## src/rtl/pong_match_if.sv

```systemverilog
// Event and status bundle between the Pong match sequencer and the ball/paddle engine.
// master drives the frame/button/goal events, slave is the match controller.
interface pong_match_if;
   logic       frame_tick;
   logic       start_btn;
   logic       goal_left;
   logic       goal_right;
   logic       ball_enable;
   logic       ball_reset;
   logic       serve_dir;
   logic [3:0] p1_score;
   logic [3:0] p2_score;
   logic [1:0] winner;
   logic [2:0] state;

   modport master (
      output frame_tick, start_btn, goal_left, goal_right,
      input  ball_enable, ball_reset, serve_dir, p1_score, p2_score, winner, state
   );

   modport slave (
      input  frame_tick, start_btn, goal_left, goal_right,
      output ball_enable, ball_reset, serve_dir, p1_score, p2_score, winner, state
   );
endinterface

```

## src/rtl/pong_match_controller.sv

```systemverilog
// Pong match sequencer: owns scores, gates ball motion and paces serve/point-hold in video frames.
//
// state     | meaning
// ----------+-----------------------------------------------------------
// IDLE      | waiting for a start-button rising edge
// SERVE     | ball centred, counting SERVE_DELAY_FRAMES frame ticks
// RALLY     | ball live, waiting for a goal
// POINT     | ball frozen, counting POINT_HOLD_FRAMES frame ticks
// GAME_OVER | scores and winner held until the next start edge
module pong_match_controller #(
   parameter int WIN_SCORE          = 5,
   parameter int SERVE_DELAY_FRAMES = 60,
   parameter int POINT_HOLD_FRAMES  = 90,
   parameter int CNT_W              = 10
) (
   input  logic         clk,
   input  logic         reset,
   pong_match_if.slave  bus
);

   typedef enum logic [2:0] {
      ST_IDLE      = 3'd0,
      ST_SERVE     = 3'd1,
      ST_RALLY     = 3'd2,
      ST_POINT     = 3'd3,
      ST_GAME_OVER = 3'd4
   } state_t;

   localparam logic [CNT_W-1:0] SERVE_LAST = CNT_W'(SERVE_DELAY_FRAMES - 1);
   localparam logic [CNT_W-1:0] HOLD_LAST  = CNT_W'(POINT_HOLD_FRAMES - 1);
   localparam logic [3:0]       WIN_PTS    = 4'(WIN_SCORE);

   state_t           state_q, state_d;
   logic [CNT_W-1:0] cnt_q, cnt_d;
   logic [3:0]       p1_q, p1_d;
   logic [3:0]       p2_q, p2_d;
   logic [1:0]       win_q, win_d;
   logic             dir_q, dir_d;
   logic             en_q, en_d;
   logic             br_q, br_d;
   logic             start_q;
   logic             start_rise;

   assign start_rise = bus.start_btn & ~start_q;

   // start_q resets high so a button held through reset cannot start a match
   always_ff @(posedge clk) begin
      if (reset) begin
         state_q <= ST_IDLE;
         cnt_q   <= '0;
         p1_q    <= '0;
         p2_q    <= '0;
         win_q   <= '0;
         dir_q   <= 1'b1;
         en_q    <= 1'b0;
         br_q    <= 1'b0;
         start_q <= 1'b1;
      end else begin
         state_q <= state_d;
         cnt_q   <= cnt_d;
         p1_q    <= p1_d;
         p2_q    <= p2_d;
         win_q   <= win_d;
         dir_q   <= dir_d;
         en_q    <= en_d;
         br_q    <= br_d;
         start_q <= bus.start_btn;
      end
   end

   always_comb begin
      state_d = state_q;
      cnt_d   = cnt_q;
      p1_d    = p1_q;
      p2_d    = p2_q;
      win_d   = win_q;
      dir_d   = dir_q;
      case (state_q)
         ST_IDLE, ST_GAME_OVER: begin
            if (start_rise) begin
               p1_d    = '0;
               p2_d    = '0;
               win_d   = 2'd0;
               dir_d   = 1'b1;
               state_d = ST_SERVE;
            end
         end
         ST_SERVE: begin
            if (bus.frame_tick) begin
               if (cnt_q == SERVE_LAST) state_d = ST_RALLY;
               else                     cnt_d   = cnt_q + 1'b1;
            end
         end
         ST_RALLY: begin
            // simultaneous goals are a replay: no score, serve direction kept
            if (bus.goal_left && bus.goal_right) begin
               state_d = ST_POINT;
            end else if (bus.goal_left) begin
               p2_d    = p2_q + 4'd1;
               dir_d   = 1'b0;
               state_d = ST_POINT;
            end else if (bus.goal_right) begin
               p1_d    = p1_q + 4'd1;
               dir_d   = 1'b1;
               state_d = ST_POINT;
            end
         end
         ST_POINT: begin
            if (bus.frame_tick) begin
               if (cnt_q == HOLD_LAST) begin
                  if (p1_q >= WIN_PTS) begin
                     win_d   = 2'd1;
                     state_d = ST_GAME_OVER;
                  end else if (p2_q >= WIN_PTS) begin
                     win_d   = 2'd2;
                     state_d = ST_GAME_OVER;
                  end else begin
                     state_d = ST_SERVE;
                  end
               end else begin
                  cnt_d = cnt_q + 1'b1;
               end
            end
         end
         default: state_d = ST_IDLE;
      endcase
      if (state_d != state_q) cnt_d = '0;
   end

   always_comb begin
      en_d = (state_d == ST_RALLY);
      br_d = (state_d == ST_SERVE) && (state_q != ST_SERVE);
   end

   assign bus.state       = state_q;
   assign bus.ball_enable = en_q;
   assign bus.ball_reset  = br_q;
   assign bus.serve_dir   = dir_q;
   assign bus.p1_score    = p1_q;
   assign bus.p2_score    = p2_q;
   assign bus.winner      = win_q;

endmodule

```

## src/flat_wrapper.sv

```systemverilog
// flat-port wrapper written by rule: the top's interface ports become plain ports
module pong_match_controller_flat 
#(
   parameter int WIN_SCORE          = 5,
   parameter int SERVE_DELAY_FRAMES = 60,
   parameter int POINT_HOLD_FRAMES  = 90,
   parameter int CNT_W              = 10
)
  (clk, reset, bus_frame_tick, bus_start_btn, bus_goal_left, bus_goal_right, bus_ball_enable, bus_ball_reset, bus_serve_dir, bus_p1_score, bus_p2_score, bus_winner, bus_state);
  pong_match_if bus_i ();
  input  logic clk;
  input  logic reset;
  input wire logic [$bits(bus_i.frame_tick)-1:0] bus_frame_tick;
  input wire logic [$bits(bus_i.start_btn)-1:0] bus_start_btn;
  input wire logic [$bits(bus_i.goal_left)-1:0] bus_goal_left;
  input wire logic [$bits(bus_i.goal_right)-1:0] bus_goal_right;
  output wire logic [$bits(bus_i.ball_enable)-1:0] bus_ball_enable;
  output wire logic [$bits(bus_i.ball_reset)-1:0] bus_ball_reset;
  output wire logic [$bits(bus_i.serve_dir)-1:0] bus_serve_dir;
  output wire logic [$bits(bus_i.p1_score)-1:0] bus_p1_score;
  output wire logic [$bits(bus_i.p2_score)-1:0] bus_p2_score;
  output wire logic [$bits(bus_i.winner)-1:0] bus_winner;
  output wire logic [$bits(bus_i.state)-1:0] bus_state;
  assign bus_i.frame_tick = bus_frame_tick;
  assign bus_i.start_btn = bus_start_btn;
  assign bus_i.goal_left = bus_goal_left;
  assign bus_i.goal_right = bus_goal_right;
  assign bus_ball_enable = bus_i.ball_enable;
  assign bus_ball_reset = bus_i.ball_reset;
  assign bus_serve_dir = bus_i.serve_dir;
  assign bus_p1_score = bus_i.p1_score;
  assign bus_p2_score = bus_i.p2_score;
  assign bus_winner = bus_i.winner;
  assign bus_state = bus_i.state;
  pong_match_controller #(.WIN_SCORE(WIN_SCORE), .SERVE_DELAY_FRAMES(SERVE_DELAY_FRAMES), .POINT_HOLD_FRAMES(POINT_HOLD_FRAMES), .CNT_W(CNT_W)) u_core (.clk(clk), .reset(reset), .bus(bus_i));
endmodule
```

## config.mk

```make
export PLATFORM = sky130hd
export DESIGN_NAME = pong_match_controller_flat
export DESIGN_NICKNAME = d
export VERILOG_FILES = /design/src/rtl/pong_match_if.sv /design/src/rtl/pong_match_controller.sv /design/src/flat_wrapper.sv
export SDC_FILE = /design/constraint.sdc
export NUM_CORES = 1
export LEC_CHECK = 0
export ABC_AREA = 1
export BUFFER_PORTS_ARGS = -buffer_cell sky130_fd_sc_hd__buf_4
export CELL_PAD_IN_SITES_DETAIL_PLACEMENT = 0
export CELL_PAD_IN_SITES_GLOBAL_PLACEMENT = 2
export CORE_AREA = 2 2 65 92
export CTS_CLUSTER_DIAMETER = 200
export CTS_CLUSTER_SIZE = 16
export DETAILED_ROUTE_END_ITERATION = 10
export DIE_AREA = 0 0 67 94
export GPL_TIMING_DRIVEN = 0
export PLACE_DENSITY = 0.87
export SETUP_SLACK_MARGIN = 0.4
export SKIP_LAST_GASP = 1
export SLEW_MARGIN = 20
export SYNTH_ARGS = -nofsm -noshare
export SYNTH_HDL_FRONTEND = slang
export SYNTH_SLANG_ARGS = --single-unit
```

## constraint.sdc

```tcl
create_clock -name clk -period 2.2 [get_ports clk]
set_input_delay 0.11 -clock clk [delete_from_list [all_inputs] [get_ports clk]]
set_output_delay 0.11 -clock clk [all_outputs]
set_load 0.02 [all_outputs]
```

# Word level (Yosys, flattened, before mapping)
# Index checks and enable logic that the tools add are counted.
# op_classes
muxes	35
multipliers	0
n_eq_ne	22
n_addsub	3
div_mod_pow	0
order_cmp	2
n_reduce_logical	13
n_bitwise	2
shift	0
# ops
operator	count
$mux 10	4
$mux 3	10
$mux 4	6
$pmux 10 s2	1
$ne 2x2->1 const B	8
$pmux 4 s2	2
$reduce_and 5->1	3
$pmux 3 s4	1
$add 10x1->10 const B	1
$eq 10x6->1 const B	1
$eq 10x7->1 const B	1
$mux 2	5
$eq 3x2->1 const B	3
$add 4x1->4 const B	2
$ge 4x3->1 const B	2
$reduce_and 4->1	2
$eq 3x1->1 const B	2
$ne 3x1->1 const B	2
$reduce_bool 2->1	3
$mux 1	4
$ne 2x1->1 const B	2
$pmux 2 s2	1
$reduce_or 2->1	2
$eq 3x3->1 const B	1
7 further kinds	8
# word_totals
elab_cells	86
rom_bits	0
n_memories	0
out_inout_bits	16
regBits	27
ram_bits	0
latchBits	0
input_bits	6

# Longest topological paths before layout
# Gate-level depths: netlist of the first run.
# logic_depth
word_depth	8
mapped_depth	13
mapped_depth_nobuf	12

# Least setup slack after synthesis of the first run
# No wires, ideal clock.
# synth_timing
kind	register -> register
start	register u_core.p1_q[0] (netlist: u_core.bus.p1_score[0])
end	register u_core.cnt_q[0]
path_buffers	0
setup_time_ns	0.116
t_arrival_ns	1.556
t_required_ns	2.084
period_less_slack_ns	1.672
path_stages_with_launch	11
setup_slack_ns	0.528
cell_sequence	dfxtp_1 inv_1 ha_1 nand2_1 nand2_1 nand2_1 nor2_1 o21ai_0 nand3_1 nand3_4 nor2_2
# synth_via
elab_chain_cells	7
# synth_rtl
element	line	rtl
start: declaration	pong_match_controller.sv:35	logic [3:0] p1_q, p1_d;
start signal: assignment	pong_match_controller.sv:61	p1_q <= p1_d;
$ge 4x3->1	pong_match_controller.sv:111	if (p1_q >= WIN_PTS) begin
$mux 3	pong_match_controller.sv:111	
$mux 3	pong_match_controller.sv:110	if (cnt_q == HOLD_LAST) begin
$mux 3	pong_match_controller.sv:109	if (bus.frame_tick) begin
$pmux 3 s4	pong_match_controller.sv:78	case (state_q)
$ne 3x3->1	pong_match_controller.sv:127	if (state_d != state_q) cnt_d = '0;
$reduce_or 2->1 (no source line)	-	
end signal: assignment	pong_match_controller.sv:60	cnt_q <= cnt_d;
end: declaration	pong_match_controller.sv:34	logic [CNT_W-1:0] cnt_q, cnt_d;
# No other way between the ends.
# A chain may end at the register's enable or synchronous reset.

# Worst setup path in the final report of the first run
# layout_timing
start	register u_core.p2_q[1] (netlist: u_core.bus.p2_score[1])
end	register u_core.cnt_q[1]
# layout_via
elab_chain_cells	8
# layout_rtl
element	line	rtl
start: declaration	pong_match_controller.sv:36	logic [3:0] p2_q, p2_d;
start signal: assignment	pong_match_controller.sv:62	p2_q <= p2_d;
$ge 4x3->1	pong_match_controller.sv:114	end else if (p2_q >= WIN_PTS) begin
$mux 3	pong_match_controller.sv:114	
$mux 3	pong_match_controller.sv:111	
$mux 3	pong_match_controller.sv:110	
$mux 3	pong_match_controller.sv:109	
$pmux 3 s4	pong_match_controller.sv:78	
$ne 3x3->1	pong_match_controller.sv:127	
$reduce_or 2->1 (no source line)	-	
# No other way between the ends.

==> summary.md, run 1 <==
| Metric | Value |
|---|---|
| Drt wl/cell | 11.3 um |
| Max cap viols | 0 |
| Worst hold path startpoint | bus_start_btn |
| Register area share after synthesis | 0.314 |
| Reg2Reg Setup Slack | 570 ps |
| Critical Path AT | 1810 ps |
| Worst hold path class | input port to register |
| Worst IR Drop VDD | 220 uV |
| Mapped Area | 1720 um^2 |
| Skew-Pair Late Insertion Delay | 280 ps |
| Fmax | 614 MHz |
| Starting Density | 0.316 |
| P_leak | 0.897 nW |
| Vias in the first global route | 1555 |
| Layout cells sized above 1 | 0.278 |
| Status | completed |
| First-pass GRT wire length | 6810 um |
| Worst Setup End Kind | register |
| Placement Rows | 32 |
| DR vias/cell | 4.55 |
| Endpoints failing setup | 0 |
| Slew headroom | 0.763 |
| Maximum fanout along the worst path | 5 |
| Initial DRC count | 72 |
| Area growth syn-to-layout | 19.9% |
| Via count | 1571 |
| Post-synth top area cell | dfxtp_1 |
| Syn Area/Cell | 6.89 um^2 |
| Syn Nets | 264 |
| Ant diodes | 0 |
| Routed WL | 3910 um |
| Cells after synthesis | 250 |
| IO Port Bufs | 20 |
| Crit start category | register |
| Final core utilization | 0.379 |
| Initial antenna violation count | 0 |
| Total power | 0.875 mW |
| Storage element area | 549 um^2 |
| Reg2reg end | u_core.cnt_q[1]$_SDFFE_PP0P_ |
| Area of the multi-input gates | 1020 um^2 |
| R2R cell count | 10 |
| CORE AREA | 5450 um^2 |
| Setup TNS | 0 ps |
| DRC viols | 0 |
| Yosys reg bits | 27 |
| Ranking of synthesized cells by area | dfxtp_1 (31%), nand2_1 (13%), inv_1 (8.7%) |
| Max Used Layer | met4 |
| Hold worst-path end | u_core.start_q$_SDFF_PP1_ |
| CTS Buf Count | 3 |
| Die Wd | 67 um |
| Sink Count | 27 |
| Largest net degree at the start of global routing | 16 |
| Fin crit period | 1630 ps |
| Die area | 6300 um^2 |
| Post-route ant nets | 0 |
| Final Skew | 6.19 ps |
| CTS clk-pin slew, worst paths | 100 ps |
| NumNets Final | 292 |
| RSZ-0062 raised after global routing | false |
| Hpwl dp | 2990 um |
| Die Y | 94 um |
| 1st-pass router iterations | 4 |
| Met3 WL post-DR | 127 um |
| Required @ worst endpoint | 2380 ps |
| Syn. warnings | 0 |
| Synth unique cells | 33 |
| Max Slew Vio Count | 0 |
| Gpl congestion | 0.731 |
| CTS tree | done |
| Worst R2R Start | u_core.bus.p2_score[1]$_SDFFE_PP0P_ |
| PwrDens | 424 nW/um^2 |
| Metal1 wirelength | 1560 um |
| H-tree depth | 1 |
| Critical path class | register to register |
| IO Pins | 22 |
| Tot GR Track Use | 0.140 |
| Met2 WL | 2150 um |
| Slew @ Worst Pin | 356 ps |
| Count of hold-fix buffers inserted at cts | 0 |
| Post-synth top area share | 0.314 |
| Tcrit/Tclk final | 0.740 |
| GR Overflow Total | 0 |
| FILL cells | 634 |
| Root Buffer | clkbuf_8 |
| Fin. Hold Viols | 0 |
| Worst hold stages | 3 |
| Clk buf depth | 2 |
-- report_power, final --
| part | switching (mW) | leakage, nW | total, mW | internal (mW) |
|---|---|---|---|---|
| registers | 0.00477 | 0.221 | 0.497 | 0.492 |
| logic | 0.0554 | 0.650 | 0.0856 | 0.0301 |
| clock network | 0.165 | 0.0255 | 0.292 | 0.127 |
| total | 0.225 | 0.897 | 0.875 | 0.649 |
-- metal layers --
layer,up-vias,track usage
met3,6,0.0168
met4,0,0.0425
met5,-,0
met1,703,0.149
met2,26,0.272
li1,836,-
-- Yosys cell counts --
library cell	n
a211oi_1	1
a21oi_1	8
a21oi_2	1
a31o_2	1
and3_1	1
buf_2	1
buf_4	1
buf_6	1
clkbuf_1	1
dfxtp_1	27
ha_1	8
inv_1	40
inv_2	4
nand2_1	58
nand2_2	4
nand2_4	2
nand3_1	21
nand3_2	3
nand3_4	1
nand3b_1	1
nand4_1	4
nor2_1	22
nor2_2	14
nor2_4	3
nor3_1	7
nor3_2	1
o211ai_1	1
o21ai_0	2
o21ai_1	1
o21ai_2	2
o21ai_4	1
xnor2_1	1
xor2_1	6
-- how the worst max path moves through the flow --
stage                                              startpoint                          endpoint  slack [ps]
final                     u_core.bus.p2_score[1]$_SDFFE_PP0P_      u_core.cnt_q[1]$_SDFFE_PP0P_         570
after global routing      u_core.bus.p1_score[1]$_SDFFE_PP0P_  u_core.bus.ball_reset$_SDFF_PP0_         400
after CTS                 u_core.bus.p1_score[1]$_SDFFE_PP0P_      u_core.cnt_q[2]$_SDFFE_PP0P_         400
after detailed placement  u_core.bus.p1_score[0]$_SDFFE_PP0P_      u_core.cnt_q[7]$_SDFFE_PP0P_         320
after global placement    u_core.bus.p1_score[0]$_SDFFE_PP0P_      u_core.cnt_q[5]$_SDFFE_PP0P_         340
after floorplan           u_core.bus.p1_score[0]$_SDFFE_PP0P_      u_core.cnt_q[0]$_SDFFE_PP0P_         530
-- repair_timing --
item                                    4_1_cts  5_1_grt
setup buffers                                 0        2
endpoints found under the setup margin       10       13
resized for setup                             3       11
gates cloned                                  1        0
pin swaps                                     1        2
-- cells by family (layout without fill, tap and decap cells) --
group / count (synthesis) / count (layout) / synth area share
fa+ha+maj: 8 / 8 / 0.0581
flops: 27 / 27 / 0.314
compound gates: 18 / 18 / 0.0705
simple gates: 142 / 143 / 0.410
xor+xnor: 7 / 7 / 0.0356
buf+inv: 48 / 74 / 0.112
-- layout by cell type (no fill, tap or decap), types with 2 or more instances in the layout --
master / instances
dfxtp_1: 22
nor2_1: 20
nor2_4: 3
nor2_2: 16
nand3_2: 4
inv_2: 4
nand3_1: 20
o21ai_2: 3
nor3_1: 7
xor2_1: 6
a21oi_1: 8
nand3_4: 2
nand2_4: 2
clkbuf_8: 3
ha_1: 7
nand4_1: 4
inv_1: 40
nand2_2: 4
nand2_1: 58
buf_4: 23
dfxtp_2: 4
-- state kept, by name, indices dropped and copies added, names as in the netlist --
| signal | count |
|---|---|
| u_core.bus.ball_enable | 1 |
| u_core.bus.ball_reset | 1 |
| u_core.bus.p1_score | 4 |
| u_core.bus.p2_score | 4 |
| u_core.bus.serve_dir | 1 |
| u_core.bus.state | 3 |
| u_core.bus.winner | 2 |
| u_core.cnt_q | 10 |
| u_core.start_q | 1 |
-- worst max-delay path: stages, from the launching register on --
cell and delay (ps):
dfxtp_1 420, inv_1 80, ha_1 180, nand2_1 60, nand2_1 60, nand2_1 90
nor2_2 60, o21ai_2 200, nand3_2 190, nand3_4 160, nor2_2 40
-- metrics by stage --
stage               instance area (um^2)  std cells  hold slack (ps)  setup slack (ps)
floorplan                           1720        250              206               528
global route                        2060        345             24.2               405
CTS                                 2020        343             29.3               400
detailed placement                  1960        338              324               318
global placement                    1960        338              320               343
finish                              2060        345             29.4               571
-- cell type report --
type / count / share of cell area
multi-input combinational: 176 / 0.495
sequential: 27 / 0.266
timing repair buffer: 22 / 0.0800
inverter: 44 / 0.0800
tap: 68 / 0.0412
clock buffer: 3 / 0.0200
buffer: 4 / 0.0152
clock inverter: 1 / 0.00242
Power figures use the tool's default switching activity.
==> run 2: changes to the inputs <==
--- a/config.mk
+++ b/config.mk
@@ -5,17 +5,17 @@
 export SDC_FILE = /design/constraint.sdc
 export NUM_CORES = 1
 export LEC_CHECK = 0
-export ABC_AREA = 1
+export ABC_AREA = 0
 export BUFFER_PORTS_ARGS = -buffer_cell sky130_fd_sc_hd__buf_4
 export CELL_PAD_IN_SITES_DETAIL_PLACEMENT = 0
 export CELL_PAD_IN_SITES_GLOBAL_PLACEMENT = 2
-export CORE_AREA = 2 2 65 92
+export CORE_AREA = 2 2 64 90
 export CTS_CLUSTER_DIAMETER = 200
 export CTS_CLUSTER_SIZE = 16
 export DETAILED_ROUTE_END_ITERATION = 10
-export DIE_AREA = 0 0 67 94
+export DIE_AREA = 0 0 66 92
 export GPL_TIMING_DRIVEN = 0
-export PLACE_DENSITY = 0.87
+export PLACE_DENSITY = 0.81
 export SETUP_SLACK_MARGIN = 0.4
 export SKIP_LAST_GASP = 1
 export SLEW_MARGIN = 20
==> constraint.sdc (replaced) <==
create_clock -name clk -period 1.46 [get_ports clk]
set_input_delay 0.073 -clock clk [delete_from_list [all_inputs] [get_ports clk]]
set_output_delay 0.073 -clock clk [all_outputs]
set_load 0.02 [all_outputs]
==> summary.md, run 2 <==
| Metric | Value |
|---|---|
| Status | finished, violations left |
| Failing checks | negative setup slack |
| Syn. warnings | 0 (unchanged) |
| Worst IR Drop VDD | 257 uV (+17%) |
| CTS clk-pin slew, worst paths | 100 ps (about the same) |
| Post-synth top area share | 0.351 (+0.0373) |
| Endpoints failing setup | 26 (+26) |
| Worst Setup End Kind | register |
| Most frequent cell after synthesis | dfxtp_1 |
| NumNets Final | 247 (-15%) |
| Largest Register | u_core.cnt_q |
| CTS tree | done |
| Worst hold path startpoint | reset |
| Most frequent cells in the layout | buf_4 (39), nor2_1 (24), dfxtp_1 (17) |
| Post-synth top cells | dfxtp_1 (27), nor2_1 (26), nand2_1 (17) |
| Ys flop type | dfxtp_1 |
| Flip-flop count of the largest register after layout | 10 (unchanged) |
| CP max-delay cell | or4_4 |
| CP bufs+invs | 2 (+1) |
| Critical Path AT | 1990 ps (+180 ps) |
| Reg2Reg Setup Slack | -360 ps (-930 ps) |
| Starting Density | 0.287 (-0.0293) |
| Critical path startpoint | u_core.cnt_q[9]$_SDFFE_PP0P_ |
| Post-route ant nets | 0 (unchanged) |
| Fin Hold WS | 116 ps (+86.3 ps) |
| Syn Area/Cell | 8.50 um^2 (+23%) |
| DR vias/cell | 4.80 (+5.5%) |
| Mapped Area | 1540 um^2 (-11%) |
| Routed WL | 4030 um (+3.0%) |
| Fmax | 551 MHz (-10%) |
| R2R cell count | 6 (-4) |
| Final Worst Setup Slack | -356 ps (-927 ps) |
| Fin. Hold Viols | 0 (unchanged) |
| Via count | 1441 (-8.3%) |
| Hold worst-path end | u_core.bus.state[2]$_SDFF_PP0_ |
| CORE AREA | 5370 um^2 (-1.5%) |
| Tot GR Track Use | 0.143 (+0.00360) |
| Cells after synthesis | 181 (-28%) |
| P_leak | 0.927 nW (+3.4%) |
| Area growth syn-to-layout | 48.5% |
| 1st-pass router iterations | 4 (unchanged) |
| PwrDens | 585 nW/um^2 (+38%) |
| GR Overflow Total | 0 (unchanged) |
| Post-synth ARST share | 0 (unchanged) |
| Required @ worst endpoint | 1630 ps (-750 ps) |
| Worst hold path class | input port to register |
| Slew @ Worst Pin | 414 ps (+57.9 ps) |
| Skew-Pair Late Insertion Delay | 280 ps (about the same) |
| Layout cells sized above 1 | 0.435 (+0.157) |
| IO Port Bufs | 20 (unchanged) |
| Final Skew | 6.55 ps (+0.363 ps) |
| Reg2reg end | u_core.cnt_q[1]$_SDFFE_PP0P_ |
| Yosys reg bits | 27 (unchanged) |
| Placement Rows | 32 (unchanged) |
| Syn Nets | 195 (-26%) |
| Synth unique cells | 50 (+52%) |
| Max Slew Vio Count | 0 (unchanged) |
| Clk buf depth | 2 (unchanged) |
| Fin crit period | 1820 ps (+187 ps) |
| Register area share after synthesis | 0.351 (+0.0373) |
| DRC viols | 0 (unchanged) |
| Die Y | 92 um (-2.1%) |
| EDFF count, synth | 0 (unchanged) |
| Crit start category | register |
| Initial DRC count | 33 (-54%) |
| Tcrit/Tclk final | 1.24 (+0.503) |
| Post-synth top area cell | dfxtp_1 |
| Top cell by count, worst path | buf_6 |
| Sink Count | 27 (unchanged) |
| IO Pins | 22 (unchanged) |
| CP max stage delay | 600 ps (+180 ps) |
| Maximum fanout along the worst path | 6 (+1) |
| Gpl congestion | 0.756 (+3.4%) |
| Largest net degree at the start of global routing | 17 (+1) |
| RSZ-0062 raised after global routing | true |
| Die area | 6070 um^2 (-3.6%) |
| First-pass GRT wire length | 6810 um (unchanged) |
| Crit path cell chain | or4_4, buf_6, nor4_4, a211oi_4, buf_6, nor4bb_4 |
| CTS Buf Count | 3 (unchanged) |
| Die Wd | 66 um (-1.5%) |
| H-tree depth | 1 (unchanged) |
| CP delay by family, top | simple AND/OR/NAND/NOR gates |
| Initial antenna violation count | 0 (unchanged) |
| Finished Cell Area | 2290 um^2 (+11%) |
| Placed cell area | 1850 um^2 (-5.4%) |
| Root Buffer | clkbuf_8 |
| Ranking of synthesized cells by area | dfxtp_1 (35%), ha_1 (6.5%), nor2_1 (6.3%) |
| Slew headroom | 0.724 (-0.0386) |
| Worst R2R Start | u_core.cnt_q[9]$_SDFFE_PP0P_ |
| Worst hold stages | 3 (unchanged) |
| Drt wl/cell | 13.4 um (+18%) |
| Vias in the first global route | 1416 (-8.9%) |
| Max cap viols | 0 (unchanged) |
| Ant diodes | 0 (unchanged) |
| Critical path class | register to register |
| Commonest non-fill, non-tap cell in the layout | buf_4 |
| Hpwl dp | 2690 um (-10%) |
[run 2: cell types whose count changed in the layout (fill, tap and decap cells not counted), moves of 9 or more]
cell | previous run | this run
buf_6 | 0 | 9
inv_1 | 40 | 8
nor2_2 | 16 | 2
nand2_1 | 58 | 16
buf_4 | 23 | 39
nand3_1 | 20 | 5
[run 2: cells by family after synthesis]
family,Yosys count,share of synthesized area
AO/OA/AOI/OAI,27,0.126
XOR/XNOR,12,0.0683
AND/OR/NAND/NOR,91,0.327
buffers and inverters,15,0.0553
adder cells (fa/ha/maj),8,0.0650
flip-flops,27,0.351
multiplexers,1,0.00732
[run 2: repair_timing]
action,CTS,global route
setup buffers,11,15
resized for setup,13,35
pin swaps,7,18
endpoints found under the setup margin,26,26
hold buffers,1,0
endpoints found under the hold margin,1,0
[run 2: worst register-to-register path: stages, from the launching register on]
cell,delay (ps)
dfxtp_2,330
or4_4,600
buf_6,160
nor4_4,260
a211oi_4,80
buf_6,150
nor4bb_4,140
[run 2: worst max-delay path by stage]
stage / end / slack (ps) / cells past startpoint
floorplan: u_core.bus.winner[1]$_SDFFE_PP0P_ / -340 / 5
global placement: u_core.cnt_q[1]$_SDFFE_PP0P_ / -560 / 5
detailed placement: u_core.cnt_q[1]$_SDFFE_PP0P_ / -550 / 5
CTS: u_core.cnt_q[0]$_SDFFE_PP0P_ / -440 / 7
global route: u_core.cnt_q[1]$_SDFFE_PP0P_ / -410 / 6
finish: u_core.cnt_q[1]$_SDFFE_PP0P_ / -360 / 6
[run 2: area by class of cell]
class                   count  area (um^2)
plain buffers               7         82.6
inverters                   8         30.0
fillers                   561         3080
flip-flops and latches     27          561
well taps                  68         85.1
clock inverters             1         7.51
clock buffers               3         41.3
multi-input cells         139         1090
repair buffers             47          385
[run 2: metal layers]
layer  global-route usage  up-vias  routed length, um
met4               0.0510        0                 68
met2                0.263       22               2120
met3               0.0196        5                118
met1                0.164      677               1720
li1                     -      737                  -
met5                    0        -                  0
[run 2: power by group]
group          leakage [nW]  internal (mW)  switching (mW)
combinational         0.681         0.0689          0.0711
clock                0.0217          0.195           0.260
sequential            0.224          0.737         0.00571
total                 0.927           1.00           0.337
[run 2: through the flow]
stage	util	TNS [ps]	instances	worst slack, ps	power (mW)
floorplan	-	-4150	181	-339	0.823
global placement	0.345	-8730	269	-561	0.859
detailed placement	0.345	-8730	269	-552	0.859
CTS	0.382	-7990	285	-440	1.34
global route	0.426	-7930	300	-411	1.40
finish	0.426	-5930	300	-356	1.34
